$ cat src/rtl/xor_keystream_gen.sv
// Byte-wide Fibonacci LFSR keystream source with seed load, warm-up discard and valid/ready output.
// Optional macro XOR_KEYGEN_COUNT_EN adds the 16-bit key_count port and accepted-transfer counter.
module xor_keystream_gen #(
  parameter logic [7:0]  DEFAULT_SEED = 8'hA5,
  parameter int unsigned WARMUP       = 4
) (
  input  logic        clk,
  input  logic        rst_n,
  input  logic        seed_load,
  input  logic [7:0]  seed_in,
  input  logic        key_ready,
  output logic        key_valid,
  output logic [7:0]  key_out,
  output logic        busy
`ifdef XOR_KEYGEN_COUNT_EN
  ,
  output logic [15:0] key_count
`endif
);

  localparam logic [1:0] S_IDLE   = 2'd0;
  localparam logic [1:0] S_WARMUP = 2'd1;
  localparam logic [1:0] S_RUN    = 2'd2;

  localparam logic [3:0] WARMUP_CNT = 4'(WARMUP);

  logic [1:0] r_state;
  logic [7:0] r_lfsr;
  logic [3:0] r_warmCnt;

  logic       w_fb;
  logic [7:0] w_lfsrNext;
  logic [7:0] w_seed;
  logic       w_accept;

  assign w_fb       = r_lfsr[7] ^ r_lfsr[5] ^ r_lfsr[4] ^ r_lfsr[3];
  assign w_lfsrNext = {r_lfsr[6:0], w_fb};
  // An all-zero LFSR would lock up, so a zero seed is replaced by 8'h01.
  assign w_seed     = (seed_in == 8'h00) ? 8'h01 : seed_in;
  assign w_accept   = (r_state == S_RUN) && key_ready;

  assign key_valid = (r_state == S_RUN);
  assign busy      = (r_state == S_WARMUP);
  assign key_out   = r_lfsr;

  always_ff @(posedge clk or negedge rst_n) begin
    if (!rst_n) begin
      r_state   <= S_IDLE;
      r_lfsr    <= DEFAULT_SEED;
      r_warmCnt <= 4'd0;
    end else if (seed_load) begin
      r_lfsr    <= w_seed;
      r_warmCnt <= WARMUP_CNT;
      r_state   <= (WARMUP_CNT == 4'd0) ? S_RUN : S_WARMUP;
    end else begin
      case (r_state)
        S_WARMUP: begin
          r_lfsr    <= w_lfsrNext;
          r_warmCnt <= r_warmCnt - 4'd1;
          if (r_warmCnt == 4'd1) begin
            r_state <= S_RUN;
          end
        end
        S_RUN: begin
          if (w_accept) begin
            r_lfsr <= w_lfsrNext;
          end
        end
        default: begin
          r_state <= r_state;
        end
      endcase
    end
  end

`ifdef XOR_KEYGEN_COUNT_EN
  logic [15:0] r_keyCount;

  // A reload restarts the count even if a transfer is offered in the same cycle.
  always_ff @(posedge clk or negedge rst_n) begin
    if (!rst_n) begin
      r_keyCount <= 16'd0;
    end else if (seed_load) begin
      r_keyCount <= 16'd0;
    end else if (w_accept) begin
      r_keyCount <= r_keyCount + 16'd1;
    end
  end

  assign key_count = r_keyCount;
`endif

endmodule

$ cat config.mk
export PLATFORM = sky130hd
export DESIGN_NAME = xor_keystream_gen
export DESIGN_NICKNAME = d
export VERILOG_FILES = /design/src/rtl/xor_keystream_gen.sv
export SDC_FILE = /design/constraint.sdc
export NUM_CORES = 1
export LEC_CHECK = 0
export ABC_AREA = 1
export ABC_CLOCK_PERIOD_IN_PS = 1200
export CAP_MARGIN = 40
export CORE_UTILIZATION = 25
export DETAILED_ROUTE_END_ITERATION = 10
export GPL_TIMING_DRIVEN = 0
export PLACE_DENSITY = 0.45
export REMOVE_ABC_BUFFERS = 1
export SLEW_MARGIN = 25
export SYNTH_ARGS = -nofsm -noshare
export SYNTH_HDL_FRONTEND = slang
export SYNTH_SLANG_ARGS = --single-unit
$ cat constraint.sdc
create_clock -name clk -period 1.2 [get_ports clk]
set_clock_uncertainty 0.15 [all_clocks]
set_input_delay 0.3 -clock clk [delete_from_list [all_inputs] [get_ports clk]]
set_output_delay 0.3 -clock clk [all_outputs]
set_load 0.01 [all_outputs]
==> results.md, run 1 <==
- Crit path from: r_state[1]
- VDD IR max: between 0.5 and 0.6 mV
- CTS tree: done
- Setup_tns: -2300 ps
- First-pass GRT wire length: between 3000 and 4000 um
- Outcome: complete, but fails checks
- Gp weighted congestion: a little under 0.8
- Clock Sinks: 14
- Slowest-stage cell, CP: dfrtp_1
- Worst setup margin: -233 ps
- Clock H-tree levels: 1
- Pre-CTS setup slack: -899 ps
- Multiplexer share of the synthesized area: 0%
- Final setup viols: 19
- FP Rows: 20
- WP data required: about 750 ps
- Synth cell types: 19
- Synth Area in Compound Gates: around 15%
- Num CTS Buffers: 3
- Post-Route WL: about 2200 um
- IO Pins: 22
- Critical path peak fanout: 2
- Ranking of synthesized cells by area: dfrtp_1 29%, nand2_1 17%, dfstp_2 12%
- Layout cells sized above 1: between 40% and 50%
- Clock Tree Buf Depth: 2
- Final core utilization: about two fifths
- Clock Latency Late Sink: between 200 and 300 ps
- Crit share post-route: 119%
- Syn Area/Cell: between 7 and 8 um2
- N_diodes: 0
- Clock transition at the registers of the reported paths: roughly 90 ps
- Area share of fa/ha/maj cells after synthesis: 2.95%
- Max Cap Viol: 0
- DP Area: approximately 0.0011 mm2
- Starting DRT DRC Count: 35
- Largest family of logic cells by synthesized area: simple AND/OR/NAND/NOR gates
- Final hold viol count: 0
- Simple-Gate Fraction of Synth Area: roughly 30%
- Number of synthesized register bits: 14
- RSZ-0062 raised after global routing: true
- CP cell instances: inv_2 -> nand2_2 -> inv_2 -> buf_6
- Drt pass-1 iters: 4
- Area growth syn-to-layout: 48.5%
- Worst path buffer plus inverter count: 3
- Post-synth top area share: 29.5%
- CTS hold repair buffers: 0
- R2R depth: 8
- Cell family with most CP delay: flip-flops
- Cells after synthesis: 111
- Data arrival, critical path: around 1000 ps
- Setup Crit Path Kind: reg2out
- Stages on the worst setup path: 4
- Critical R2R Launch: r_state[0]
- Drt drc: 0
- Power Dens Cells: about 2000 mW/mm2
- Element type at the critical path end: output port
- Synth Area in XOR/XNOR: 0%
- Initial antenna violation count: 0
- Die ar.: 0.00363 mm2
- Max Slew Vio Count: 0
- Vias per inst: approximately 4.3
- Via count: 815
- Final ANT Viol Nets: 0
- Root buffer cell: clkbuf_4
- Mapped cell area: 848 um2
- Detailed Place HPWL: 1430 um
- Largest net degree at the start of global routing: 18
- Post-synthesis sequential area ratio: 41.9%
- Failing checks: setup timing
- CP peak stage delay: about 400 ps
- Gr usage total: 14.2%
- Worst Setup EP: busy
- Startpoint Class: flip-flop
- Vias in the first global route: 810
- Final Critical Period: 1430 ps
- Die width: 60.3 um
- Final Net Count: 159
- Core footprint: 0.00313 mm2
- HP Class: in2async
- Worst r2r dst: key_out[3]
- Initial Util: between 20% and 30%
- PortBufs: 21
- WHS: around 280 ps
- Die height: roughly 60 um
- Reg2reg setup slack: -130 ps
- Fillers: roughly 350
- Static leakage: 0.000607 uW
- Maximum clock frequency: 0.698 GHz
- Synth area leader: dfrtp_1
- Synth Warn #: 0
- Cell mode on critical path: inv_2
- Worst Tran Pin Value: just over 700 ps
- GR Overflow Total: 0
- Routed len/inst: ~12 um
- Final Instance Area: around 0.0013 mm2
- Worst rel slew slack: between 50% and 60%
area by class of cell:
| type | instances | area, um2 | area share [%] |
|---|---|---|---|
| inverters | 15 | 58.8 | 4.67 |
| clock buffers | 4 | 36.3 | 2.88 |
| well taps | 44 | 55.1 | 4.37 |
| repair buffers | 31 | 285 | 22.6 |
| flip-flops and latches | 14 | 355 | 28.2 |
| multi-input cells | 80 | 469 | 37.2 |
sequential cells by signal (all words and copies together) (netlist names):
| signal | cells |
|---|---|
| r_warmCnt | 4 |
| key_out | 8 |
| r_state | 2 |
worst min-delay path by stage:
stage / from / to / slack [ps] / depth (start not counted)
after detailed placement: r_warmCnt[3] / r_warmCnt[3] / 310 / 1
after CTS: rst_n / r_warmCnt[2] / 320 / 1
after global routing: rst_n / r_warmCnt[2] / 320 / 1
after global placement: r_warmCnt[3] / r_warmCnt[3] / 310 / 1
after floorplan: rst_n / key_out[1] / -150 / 0
final: rst_n / r_warmCnt[2] / 280 / 1
layout by cell type, fill, tap and decap left out, drive strengths merged:
cell           instances
nand2                 42
buf                   20
o21ai                 17
inv                   15
clkdlybuf4s50         10
dfrtp                 10
nor2                   9
nand3                  6
dfstp                  4
a21oi                  4
clkbuf                 4
ha                     2
clkdlybuf4s15          1
per-stage QoR:
stage                     cells  total power [uW]
after floorplan             108              1420
after global placement      173              1830
after detailed placement    173              1840
after CTS                   185              2450
after global routing        188              2790
final                       188              2550
synth_stat cells:
cell / n
nand2_1: 39
inv_1: 12
dfrtp_1: 10
o21ai_0: 10
nor2_1: 8
o21ai_2: 7
a21oi_1: 4
dfstp_2: 4
inv_2: 3
nand3_1: 3
ha_1: 2
nand2_2: 2
buf_2: 1
buf_6: 1
buf_8: 1
nand2_4: 1
nand3_2: 1
nand3_4: 1
nor2_2: 1
cells by family after synthesis:
family | Yosys count
simple gates | 56
flops | 14
compound gates | 21
fa+ha+maj | 2
buf+inv | 18
worst register-to-register path, delay by kind of cell (launching register included):
family	cells	cell delay, ps
AND/OR/NAND/NOR	4	420
flip-flops	1	390
buffers and inverters	3	220
AO/OA/AOI/OAI	1	50
routing by layer:
| layer | vias up | track usage [%] | wire length, um |
|---|---|---|---|
| met1 | 382 | 18.6 | 1060 |
| met4 | 0 | 5.98 | 12 |
| met3 | 2 | 2.60 | 76 |
| li1 | 414 | - | - |
| met5 | - | 0 | 0 |
| met2 | 17 | 22.6 | 1020 |
what timing repair did:
| item | in CTS | in global routing |
|---|---|---|
| pin swaps | 2 | 1 |
| setup endpoints to repair | 24 | 24 |
| resized for setup | 65 | 8 |
| gates cloned | 1 | 0 |
| buffers inserted | 7 | 4 |
report_power, final:
| part | internal [uW] | leakage [uW] | switching (uW) |
|---|---|---|---|
| clock | 185 | 0.0000210 | 172 |
| combinational | 653 | 0.000424 | 742 |
| sequential | 679 | 0.000162 | 120 |
| total | 1520 | 0.000607 | 1030 |
Note: power is estimated with default switching activity, not from simulation.
==> inputs of run 2 (changes only) <==
--- a/config.mk
+++ b/config.mk
@@ -13,7 +13,6 @@
 export GPL_TIMING_DRIVEN = 0
 export PLACE_DENSITY = 0.45
 export REMOVE_ABC_BUFFERS = 1
-export SLEW_MARGIN = 25
 export SYNTH_ARGS = -nofsm -noshare
 export SYNTH_HDL_FRONTEND = slang
 export SYNTH_SLANG_ARGS = --single-unit
==> results of run 2 <==
No change in the layout: final DEF, timing and power equal those of run 1.
==> inputs of run 3 (changes only) <==
--- a/config.mk
+++ b/config.mk
@@ -6,7 +6,7 @@
 export NUM_CORES = 1
 export LEC_CHECK = 0
 export ABC_AREA = 1
-export ABC_CLOCK_PERIOD_IN_PS = 1200
+export ABC_CLOCK_PERIOD_IN_PS = 1300
 export CAP_MARGIN = 40
 export CORE_UTILIZATION = 25
 export DETAILED_ROUTE_END_ITERATION = 10
==> constraint.sdc (replaced) <==
create_clock -name clk -period 1.3 [get_ports clk]
set_clock_uncertainty 0.15 [all_clocks]
set_input_delay 0.325 -clock clk [delete_from_list [all_inputs] [get_ports clk]]
set_output_delay 0.325 -clock clk [all_outputs]
set_load 0.01 [all_outputs]
==> results.md, run 3 (same netlist as run 1, synthesis figures left out) <==
- Clock Tree Buf Depth: 2
- Startpoint Class: flip-flop
- Non-Filler Instances: about 190
- PortBufs: 21
- Gr usage total: approximately 14%
- Max Cap Viol: 0
- GR Overflow Total: 0
- Commonest non-fill, non-tap cell in the layout: nand2_1
- IO Pins: 22
- Maximum clock frequency: around 0.69 GHz
- Final ANT Viol Nets: 0
- Layout cells sized above 1: approximately two fifths
- RSZ-0062 raised after global routing: true
- Clock transition at the registers of the reported paths: roughly 100 ps
- Initial Util: between 20 and 30%
- Sw frac: between 40% and 50%
- Data arrival, critical path: 970 ps
- Routed len/inst: between 10 and 15 um
- Detailed Place HPWL: 1430 um
- Worst rel slew slack: 52.5%
- Sw Pwr: slightly above 900 uW
- Outcome: complete, but fails checks
- Worst setup margin: -147 ps
- Die height: between 60 and 70 um
- N_diodes: 0
- HP Class: in2async
- Most frequent cells in the layout: 33 x nand2_1, 10 x clkdlybuf4s50_1, 10 x dfrtp_1
- Comb power frac: roughly 52%
- CTS tree: done
- Max Slew Vio Count: 0
- Static leakage: between 0.0005 and 0.0006 uW
- Via count: just over 800
- Gp weighted congestion: just under 0.8
- Clock Sinks: 14
- Final setup viols: 11
- Total power: approximately 2200 uW
- First-pass GRT wire length: 3640 um
- Final Critical Period: between 1000 and 1500 ps
- Critical path peak fanout: 2
- Core footprint: about 0.0031 mm2
- Cells after DPL: 173
- FP Rows: 20
- Clock H-tree levels: 1
- Power Dens Cells: ~1800 mW/mm2
- Area growth syn-to-layout: 43.7%
- CTS hold repair buffers: 0
- Clock Latency Late Sink: around 280 ps
- Final hold viol count: 0
- Failing checks: setup timing
- Element type at the critical path end: output port
- Pre-CTS setup slack: -824 ps
- Crit share post-route: 111%
- VDD IR max: 0.462 mV
- Largest net degree at the start of global routing: 18
- Cell-internal power: 1330 uW
- Drt drc: 0
- Num CTS Buffers: 3
- Clock share of power: 14.7%
- Initial antenna violation count: 0
- Die ar.: 0.00363 mm2
- Drt pass-1 iters: 4
- Max reg flops: 8
- Vias per inst: between 4 and 5
- Die width: about 60 um
- Root buffer cell: clkbuf_4
- Setup Crit Path Kind: reg2out
- Final Net Count: approximately 160
- Reg power frac: roughly a third
- Worst Tran Pin Value: roughly 700 ps
- Starting DRT DRC Count: 40
- Post-Route WL: roughly 2200 um
- Vias in the first global route: 808
- WP data required: 820 ps
-- run 3: cell count changes in the layout (fill, tap and decap cells not counted), moves of 2 or more --
| cell | previous run | this run |
|---|---|---|
| o21ai_0 | 7 | 9 |
| inv_2 | 4 | 6 |
| buf_4 | 7 | 9 |
| buf_6 | 9 | 6 |
| o21ai_1 | 3 | 1 |
-- run 3: metrics by stage --
stage	utilization [%]	area (um2)	TNS, ps	hold WS, ps
3_3_place_gp	34.6	1080	-12520	305
6_report	39.0	1220	-878	309
5_1_grt	39.0	1220	-2000	349
4_1_cts	38.1	1190	-986	325
3_5_place_dp	34.6	1080	-12880	312
2_1_floorplan	-	817	0	-121
-- run 3: metal layers --
| layer | GRT usage [%] | wire length [um] | up-vias |
|---|---|---|---|
| met2 | 22.6 | 1030 | 17 |
| li1 | - | - | 410 |
| met4 | 5.98 | 12 | 0 |
| met1 | 18.2 | 1060 | 376 |
| met5 | 0 | 0 | - |
| met3 | 2.60 | 80 | 2 |
-- run 3: power by group through the flow --
stage / Sequential, uW / Combinational [uW] / Clock [uW]
final: 741 / 1170 / 329
after global routing: 766 / 1320 / 368
after CTS: 741 / 1110 / 345
after detailed placement: 757 / 943 / 0
after global placement: 753 / 936 / 0
after floorplan: 779 / 528 / 0
-- run 3: what timing repair did --
action	in CTS	in global routing
gates cloned	1	0
gates resized for setup	57	6
pin swaps	0	1
buffers inserted	7	3
hold endpoints to repair	0	0
endpoints found under the setup margin	23	20
-- run 3: final timing paths --
| path | slack, ps | from | to | depth (start not counted) |
|---|---|---|---|---|
| worst max-delay path | -150 | r_state[1] | busy | 4 |
| worst min-delay path | 310 | rst_n | r_warmCnt[2] | 1 |
| worst max register to register | -40 | r_state[0] | key_out[3] | 8 |
| worst min register to register | 330 | r_warmCnt[3] | r_warmCnt[3] | 1 |
| max in group asynchronous | 250 | rst_n | key_out[4] | 1 |
| min in group clk | 330 | r_warmCnt[3] | r_warmCnt[3] | 1 |
-- run 3: critical path, stage by stage (launching register included) --
cell and delay [ps]:
dfrtp_1 400, inv_2 70, nand2_2 60, inv_2 70
buf_6 90
-- run 3: final cells by class --
type,instances,area [um2]
Multi-Input combinational cell,80,449
Clock buffer,4,36.3
Sequential cell,14,355
Tap cell,44,55.1
Timing Repair Buffer,30,267
Inverter,15,56.3
Fill cell,357,1910
